**src/rtl/bp_be_cache_req_arbiter.sv**
```systemverilog
// Round-robin arbiter sharing the single D$-to-LCE cache request channel among BE requesters.
// The channel is held for one transaction at a time: accept, one metadata beat, then wait for completion.
module bp_be_cache_req_arbiter #(
  parameter int num_req_p        = 2,
  parameter int req_width_p      = 64,
  parameter int metadata_width_p = 8,
  parameter int timeout_cycles_p = 1024,
  localparam int gw_lp = (num_req_p > 1) ? $clog2(num_req_p) : 1,
  localparam int cw_lp = $clog2(timeout_cycles_p + 1)
) (
  input  logic                                  clk_i,
  input  logic                                  reset_i,
  input  logic [num_req_p*req_width_p-1:0]      req_i,
  input  logic [num_req_p-1:0]                  req_v_i,
  output logic [num_req_p-1:0]                  req_ready_o,
  input  logic [num_req_p*metadata_width_p-1:0] meta_i,
  output logic [num_req_p-1:0]                  complete_o,
  output logic [req_width_p-1:0]                cache_req_o,
  output logic                                  cache_req_v_o,
  input  logic                                  cache_req_ready_i,
  output logic [metadata_width_p-1:0]           cache_req_metadata_o,
  output logic                                  cache_req_metadata_v_o,
  input  logic                                  cache_req_complete_i,
  output logic                                  busy_o,
  output logic [gw_lp-1:0]                      grant_id_o,
  output logic                                  timeout_o
);

  localparam logic [gw_lp-1:0] last_lp = gw_lp'(num_req_p - 1);
  localparam logic [cw_lp-1:0] to_lp   = cw_lp'(timeout_cycles_p);

  typedef enum logic [1:0] {E_IDLE, E_META, E_WAIT} state_e;

  state_e                      state_q, state_d;
  logic [gw_lp-1:0]            rr_q, rr_d, grant_q, grant_d, sel, cand, rr_next;
  logic [metadata_width_p-1:0] meta_q, meta_d;
  logic [cw_lp-1:0]            cnt_q, cnt_d;
  logic                        timeout_q, timeout_d;
  logic                        found;
  int                          idx;

  logic [num_req_p-1:0][req_width_p-1:0]      req_a;
  logic [num_req_p-1:0][metadata_width_p-1:0] meta_a;
  assign req_a  = req_i;
  assign meta_a = meta_i;

  // First valid requester at or after rr_q, wrapping
  always_comb begin
    sel   = rr_q;
    cand  = rr_q;
    found = 1'b0;
    idx   = 0;
    for (int i = 0; i < num_req_p; i++) begin
      idx = int'(rr_q) + i;
      if (idx >= num_req_p) idx = idx - num_req_p;
      cand = gw_lp'(idx);
      if (!found && req_v_i[cand]) begin
        found = 1'b1;
        sel   = cand;
      end
    end
  end

  assign rr_next = (grant_q == last_lp) ? '0 : grant_q + gw_lp'(1);

  always_comb begin
    state_d                = state_q;
    rr_d                   = rr_q;
    grant_d                = grant_q;
    meta_d                 = meta_q;
    cnt_d                  = cnt_q;
    timeout_d              = timeout_q;
    cache_req_v_o          = 1'b0;
    req_ready_o            = '0;
    cache_req_metadata_v_o = 1'b0;
    complete_o             = '0;
    unique case (state_q)
      E_IDLE: begin
        cache_req_v_o    = |req_v_i;
        req_ready_o[sel] = cache_req_ready_i;
        if (cache_req_v_o && cache_req_ready_i) begin
          grant_d = sel;
          meta_d  = meta_a[sel];
          state_d = E_META;
        end
      end
      E_META: begin
        cache_req_metadata_v_o = 1'b1;
        state_d                = E_WAIT;
        if (cache_req_complete_i) begin
          complete_o[grant_q] = 1'b1;
          rr_d                = rr_next;
          state_d             = E_IDLE;
        end
      end
      E_WAIT: begin
        if (cache_req_complete_i) begin
          complete_o[grant_q] = 1'b1;
          cnt_d               = '0;
          rr_d                = rr_next;
          state_d             = E_IDLE;
        end else begin
          if (cnt_q != to_lp) cnt_d = cnt_q + cw_lp'(1);
          timeout_d = timeout_q | (cnt_d == to_lp);
        end
      end
      default: state_d = E_IDLE;
    endcase
    // The IDLE outputs are combinational from the requesters; keep them quiet while reset is held
    if (reset_i) begin
      cache_req_v_o          = 1'b0;
      req_ready_o            = '0;
      cache_req_metadata_v_o = 1'b0;
      complete_o             = '0;
    end
  end

  always_ff @(posedge clk_i or posedge reset_i) begin
    if (reset_i) begin
      state_q   <= E_IDLE;
      rr_q      <= '0;
      grant_q   <= '0;
      meta_q    <= '0;
      cnt_q     <= '0;
      timeout_q <= 1'b0;
    end else begin
      state_q   <= state_d;
      rr_q      <= rr_d;
      grant_q   <= grant_d;
      meta_q    <= meta_d;
      cnt_q     <= cnt_d;
      timeout_q <= timeout_d;
    end
  end

  assign cache_req_o          = (state_q == E_IDLE && !reset_i) ? req_a[sel] : '0;
  assign cache_req_metadata_o = meta_q;
  assign busy_o               = (state_q != E_IDLE);
  assign grant_id_o           = grant_q;
  assign timeout_o            = timeout_q;

endmodule
```
**config.mk**
```make
export PLATFORM = sky130hd
export DESIGN_NAME = bp_be_cache_req_arbiter
export DESIGN_NICKNAME = d
export VERILOG_FILES = /design/src/rtl/bp_be_cache_req_arbiter.sv
export SDC_FILE = /design/constraint.sdc
export NUM_CORES = 1
export LEC_CHECK = 0
export CORE_AREA = 4 4 94 96
export CTS_CLUSTER_SIZE = 10
export DETAILED_ROUTE_END_ITERATION = 10
export DIE_AREA = 0 0 98 100
export GPL_TIMING_DRIVEN = 0
export PLACE_DENSITY = 0.81
export SYNTH_ARGS = -nofsm -noshare
export SYNTH_HDL_FRONTEND = slang
export SYNTH_SLANG_ARGS = --single-unit
```
**constraint.sdc**
```tcl
create_clock -name clk_i -period 2.7 [get_ports clk_i]
set_input_delay 0.54 -clock clk_i [delete_from_list [all_inputs] [get_ports clk_i]]
set_output_delay 0.54 -clock clk_i [all_outputs]
set_load 0.01 [all_outputs]
```
# == Yosys cells after proc, flatten, opt, wreduce, memory -nomap -nowiden ==
# Cells that the tools add are included.
# word_totals
regBits,24
elab_cells,79
output_inout_bits,81
# classes
n_addsub,5
order_cmp,8
mux,36
reduce_logical,15
n_bitwise,3
eq_ne,6
# ops
op,n
64-bit 2-to-1 mux,3
11-bit 2-to-1 mux,4
1-bit 2-to-1 mux,16
2-bit 2-to-1 mux,8
8-bit 2-to-1 mux,2
11-bit by 1-bit adder with 11-bit output (second input constant),1
11-bit equality test (second input constant),1
11-bit inequality test (second input constant),1
1-bit by 2-bit < comparator with 1-bit output (second input constant),4
2-bit AND reduction,4
2-bit one-hot mux with 3 select lines,1
1-bit logical AND,5
2-bit inequality test (second input constant),2
2-bit OR reduction,2
1-bit by 1-bit adder with 2-bit output (second input constant),1
2-bit AND,1
1-bit demux with 1-bit select,2
2-bit by 1-bit equality test with 1-bit output (second input constant),1
2-bit equality test (second input constant),1
1-bit >= comparator (second input constant),2
1-bit by 2-bit >= comparator with 1-bit output (second input constant),1
2-bit >= comparator (second input constant),1
1-bit logical NOT,2
2-bit logical NOT,1
5 further kinds,6

# == Depth between registers and ports, before layout ==
# Gate-level depths: netlist of run 1.
# logic_depth
word_depth,15
ltp_mapped,8
ltp_nobuf,6

# == Worst setup path after synthesis of run 1 ==
# No wires, ideal clock.
# synth_timing
path_kind,in2out
start,in reset_i
end,out cache_req_o[24]
n_path_buf,2
path_slack_ns,0.252
t_arrival_ns,1.908
stages,5
cell_sequence,inv_1 -> nand2_1 -> clkbuf_1 -> buf_1 -> a21oi_1
# synth_via
elab_chain_cells,3
# synth_lines
element,line_no,rtl
"start, declared",12,"input logic reset_i,"
1-bit logical NOT,136,assign cache_req_o = (state_q == E_IDLE && !reset_i) ? req_a[sel] : '0;
1-bit logical AND,136,
64-bit 2-to-1 mux,136,
"end, declared",18,"output logic [req_width_p-1:0] cache_req_o,"
# No other way between the ends.

# == Worst setup path after layout of run 1 ==
# layout_timing
start,in req_v_i[0]
end,out cache_req_o[17]
# layout_via
elab_chain_cells,9
# layout_lines
element,line_no,rtl
"start, declared",14,"input logic [num_req_p-1:0] req_v_i,"
1-bit 2-to-1 mux (not written as such) (2 in series),57,if (!found && req_v_i[cand]) begin
1-bit 2-to-1 mux,57,
1-bit logical NOT,57,
1-bit logical AND,57,
1-bit 2-to-1 mux *,57,
64-bit 2-to-1 mux (not written as such) * (2 in series),136,
64-bit 2-to-1 mux *,136,
# Every way passes the cells marked *; elsewhere a longest branch is shown, timed or not. The select of a mux whose other input is x is not followed.

==> impl_metrics.json, run 1 <==
{
  "fin_area_um2": 5030,
  "via_per_inst": 4.88,
  "startpoint": "req_v_i[0]",
  "cp_data_arrival_time_ns": 2.10,
  "path_clk_slew_ns": 0.09,
  "met3WireLength_um": 1030,
  "hold_path_class": "reg -> reg",
  "p_leak_nw": 2.29,
  "synth-main-ff-cell": "dfrtp_1",
  "syn_nets": 544,
  "synthArstFlopShare_pct": 100,
  "boundaryPins": 231,
  "worstSetupStartpointType": "primary input",
  "slowest_delay_ns": 0.54,
  "synth_compound_area_share_pct": 24.1,
  "power_density_nw_per_um2": 638,
  "critPathBufInv": 4,
  "drtIter0Drc": 96,
  "antenna_found_initial": 3,
  "final.min_clock_period_ns": 2.64,
  "required_ns": 2.16,
  "wl_per_cell_um": 16.1,
  "crit_path_end_kind": "output port",
  "n_antenna_cell": 0,
  "synth_warnings": 0,
  "final.setup.worst_slack_ns": 0.0589,
  "syn_inst": 389,
  "multiInputGateArea_um2": 1680,
  "drt_pass1_iterations": 4,
  "cts_buffer_depth": 2,
  "drt_wl_total_um": 11800,
  "synth-simple-area-share_pct": 35.1,
  "post-place-ws_ns": -1.32,
  "synth_top_family_by_area": "simple AND/OR/NAND/NOR gates",
  "synth_fa_ha_area_share_pct": 2.56,
  "clock_latency_ns": 0.27,
  "drive_gt1_share_pct": 11.9,
  "drv_slew": 0,
  "grt_start_max_net_pins": 15,
  "setup.worst_path.class": "in -> out",
  "core-area_um2": 8050,
  "syn_to_final_growth_pct": 106,
  "initial_utilization_pct": 30.4,
  "seq_area_um2": 601,
  "die_area_um2": 9800,
  "grt_pass1_wl_um": 17700,
  "grt_overflow": 0,
  "port-buffer-count": 230,
  "grt_pass1_vias": 3410,
  "maxCapViolations": 0,
  "peakVddDrop_v": 0.000402,
  "highest_layer": "met5",
  "synth-xor-area-share_pct": 0.716,
  "synth_seq_cells": 24,
  "dpl.hpwl_um": 9540,
  "min_from": "timeout_o$_DFFE_PP0P_",
  "fin_crit_sh_pct": 97.8,
  "fp.dieW_um": 98,
  "crit_family": "buffers and inverters",
  "final-setup-viol-count": 0,
  "status": "completed",
  "cts_sinks": 24,
  "die_h_um": 100,
  "hold_viol_final": 0,
  "num_vias": 3585,
  "wl_met1_um": 4820,
  "worst_clock_skew_ns": 0.00338,
  "route.met2.wl_um": 5650,
  "rows": 33,
  "ant_nets": 0,
  "fillers": 766,
  "worstReg2RegStart": "state_q[0]$_DFFE_PP0P_",
  "fmax_mhz": 379,
  "clock-root-buffer": "clkbuf_8",
  "path_cells": "clkdlybuf4s50_1, o21a_1, buf_6, clkbuf_8, nand2_1, a21oi_2, clkdlybuf4s15_2",
  "cp_max_fo": 10,
  "postPlaceCellArea_um2": 4880,
  "tritoncts": "built",
  "synth.area.mux_share_pct": 5.52,
  "cp_slowest_cell": "clkdlybuf4s50_1",
  "cts_buffers": 3,
  "synth_edf_count": 0,
  "fin_nets": 786,
  "rrSetupSlack_ns": 0.76,
  "ys_seq_area_share_pct": 24.5,
  "cts_htree_levels": 1,
  "slew_headroom_pct": 61.6,
  "synth_area_per_cell_um2": 6.29,
  "drc": 0,
  "gp_congestion": 0.929,
  "tightest_slew_ns": 0.573,
  "gr-usage-all-layers_pct": 22.1,
  "synth_area_um2": 2450,
  "ys_types": 49,
  "hold_buffers": 0
}
-- state kept, by name, summed over array words and instances, names as in the netlist --
register and cells:
cache_req_metadata_o 8, state_q 2, rr_q 1, cnt_q 11
grant_id_o 1, timeout_o 1
-- through the flow --
stage          hold WS (ns)  utilization (%)  TNS [ns]  power, W  std cells
2_1_floorplan         0.472                -         0   0.00175        389
3_3_place_gp          0.463             60.6    -75.35   0.00284        724
3_5_place_dp          0.460             60.6    -76.38   0.00289        724
6_report              0.481             62.5         0   0.00321        735
4_1_cts               0.485             62.7         0   0.00321        733
5_1_grt               0.516             62.5   -0.0204   0.00347        735
-- cells in the final DEF (no fill, tap or decap), drive strengths merged, types with 2 or more instances in the layout --
cell type      Yosys  layout
nor2b              3       3
mux2i             12      12
nor2              13      13
nor3               5       5
o31ai              2       2
clkinvlp           0       2
nor4               3       3
ha                 5       5
buf               16      25
clkdlybuf4s50      0     161
dlygate4sd2        0      27
inv               13      12
nand3              7       7
a22o               2       2
o21a               2       2
o21ai             19      19
clkdlybuf4s15      0      28
nand2            153     153
o2bb2ai            2       2
o22ai              3       3
clkbuf            14      28
a21oi             67      67
dfrtp             24      24
and3               3       3
-- report_power, final --
part	total, W	switching [W]	internal [W]
combinational	0.00228	0.00118	0.00110
sequential	0.000617	0.000122	0.000495
clock	0.000314	0.000116	0.000198
total	0.00321	0.00142	0.00179
-- final cells by class --
cell class                      count  share of cell area (%)
Tap cell                          105                    2.61
Timing Repair inverter              1                  0.0995
Inverter                           13                    1.04
Multi-Input combinational cell    322                    33.4
Buffer                             29                    4.53
Clock inverter                      1                   0.597
Timing Repair Buffer              237                    44.9
Clock buffer                        3                   0.821
Sequential cell                    24                    11.9
-- metal layers --
layer	GRT usage, %	vias up
met4	4.69	6
li1	-	1788
met1	27.9	1594
met3	5.77	26
met2	38.1	171
met5	0	-
-- logic make-up (layout without fill, tap and decap cells) --
logic type      Yosys count  count (layout)
compound gates          105             105
mux                      13              13
flops                    24              24
buf+inv                  43             284
simple gates            197             197
fa+ha+maj                 5               5
xor+xnor                  2               2
-- worst reg2reg max path, cell delays in order, from the launching register on --
cell and delay (ns):
dfrtp_1 0.41, inv_1 0.09, ha_1 0.20, clkbuf_1 0.37, inv_1 0.25, nor4_1 0.35
a21oi_1 0.07, o22ai_1 0.13
-- cell usage after synthesis (2+ instances only) --
| cell type | instances | area [um^2] |
|---|---|---|
| nand2_1 | 153 | 574 |
| a21oi_1 | 67 | 335 |
| dfrtp_1 | 24 | 601 |
| o21ai_0 | 18 | 90.1 |
| clkbuf_1 | 14 | 52.6 |
| inv_1 | 13 | 48.8 |
| nor2_1 | 13 | 48.8 |
| mux2i_1 | 12 | 120 |
| buf_2 | 8 | 40.0 |
| buf_1 | 6 | 22.5 |
| nand3_1 | 6 | 30.0 |
| ha_1 | 5 | 62.6 |
| nor3_1 | 5 | 25.0 |
| nor2b_1 | 3 | 18.8 |
| o22ai_1 | 3 | 18.8 |
| and3_1 | 2 | 12.5 |
| nor4_1 | 2 | 12.5 |
| o21a_1 | 2 | 15.0 |
| o2bb2ai_1 | 2 | 17.5 |
| o31ai_1 | 2 | 15.0 |
-- final timing paths --
path,end,cells past startpoint
max in group asynchronous,cache_req_metadata_o[1]$_DFFE_PP0P_,2
min in group asynchronous,cnt_q[7]$_DFFE_PP0N_,3
min,timeout_o$_DFFE_PP0P_,1
min reg2reg,timeout_o$_DFFE_PP0P_,1
max,cache_req_o[17],7
max reg2reg,cnt_q[7]$_DFFE_PP0N_,7
-- repair_timing --
item | 4_1_cts | 5_1_grt
pin swaps | 1 | 2
gates cloned | 1 | 0
gates resized for setup | 146 | 36
setup endpoints to repair | 69 | 47
buffers inserted | 5 | 2
Note: power is estimated with default switching activity, not from simulation.
==> inputs of run 2 (changes only) <==
Settings changed: HOLD_SLACK_MARGIN set to 0.08.
==> results of run 2 <==
Final layout, timing and power as in run 1 (identical DEF).
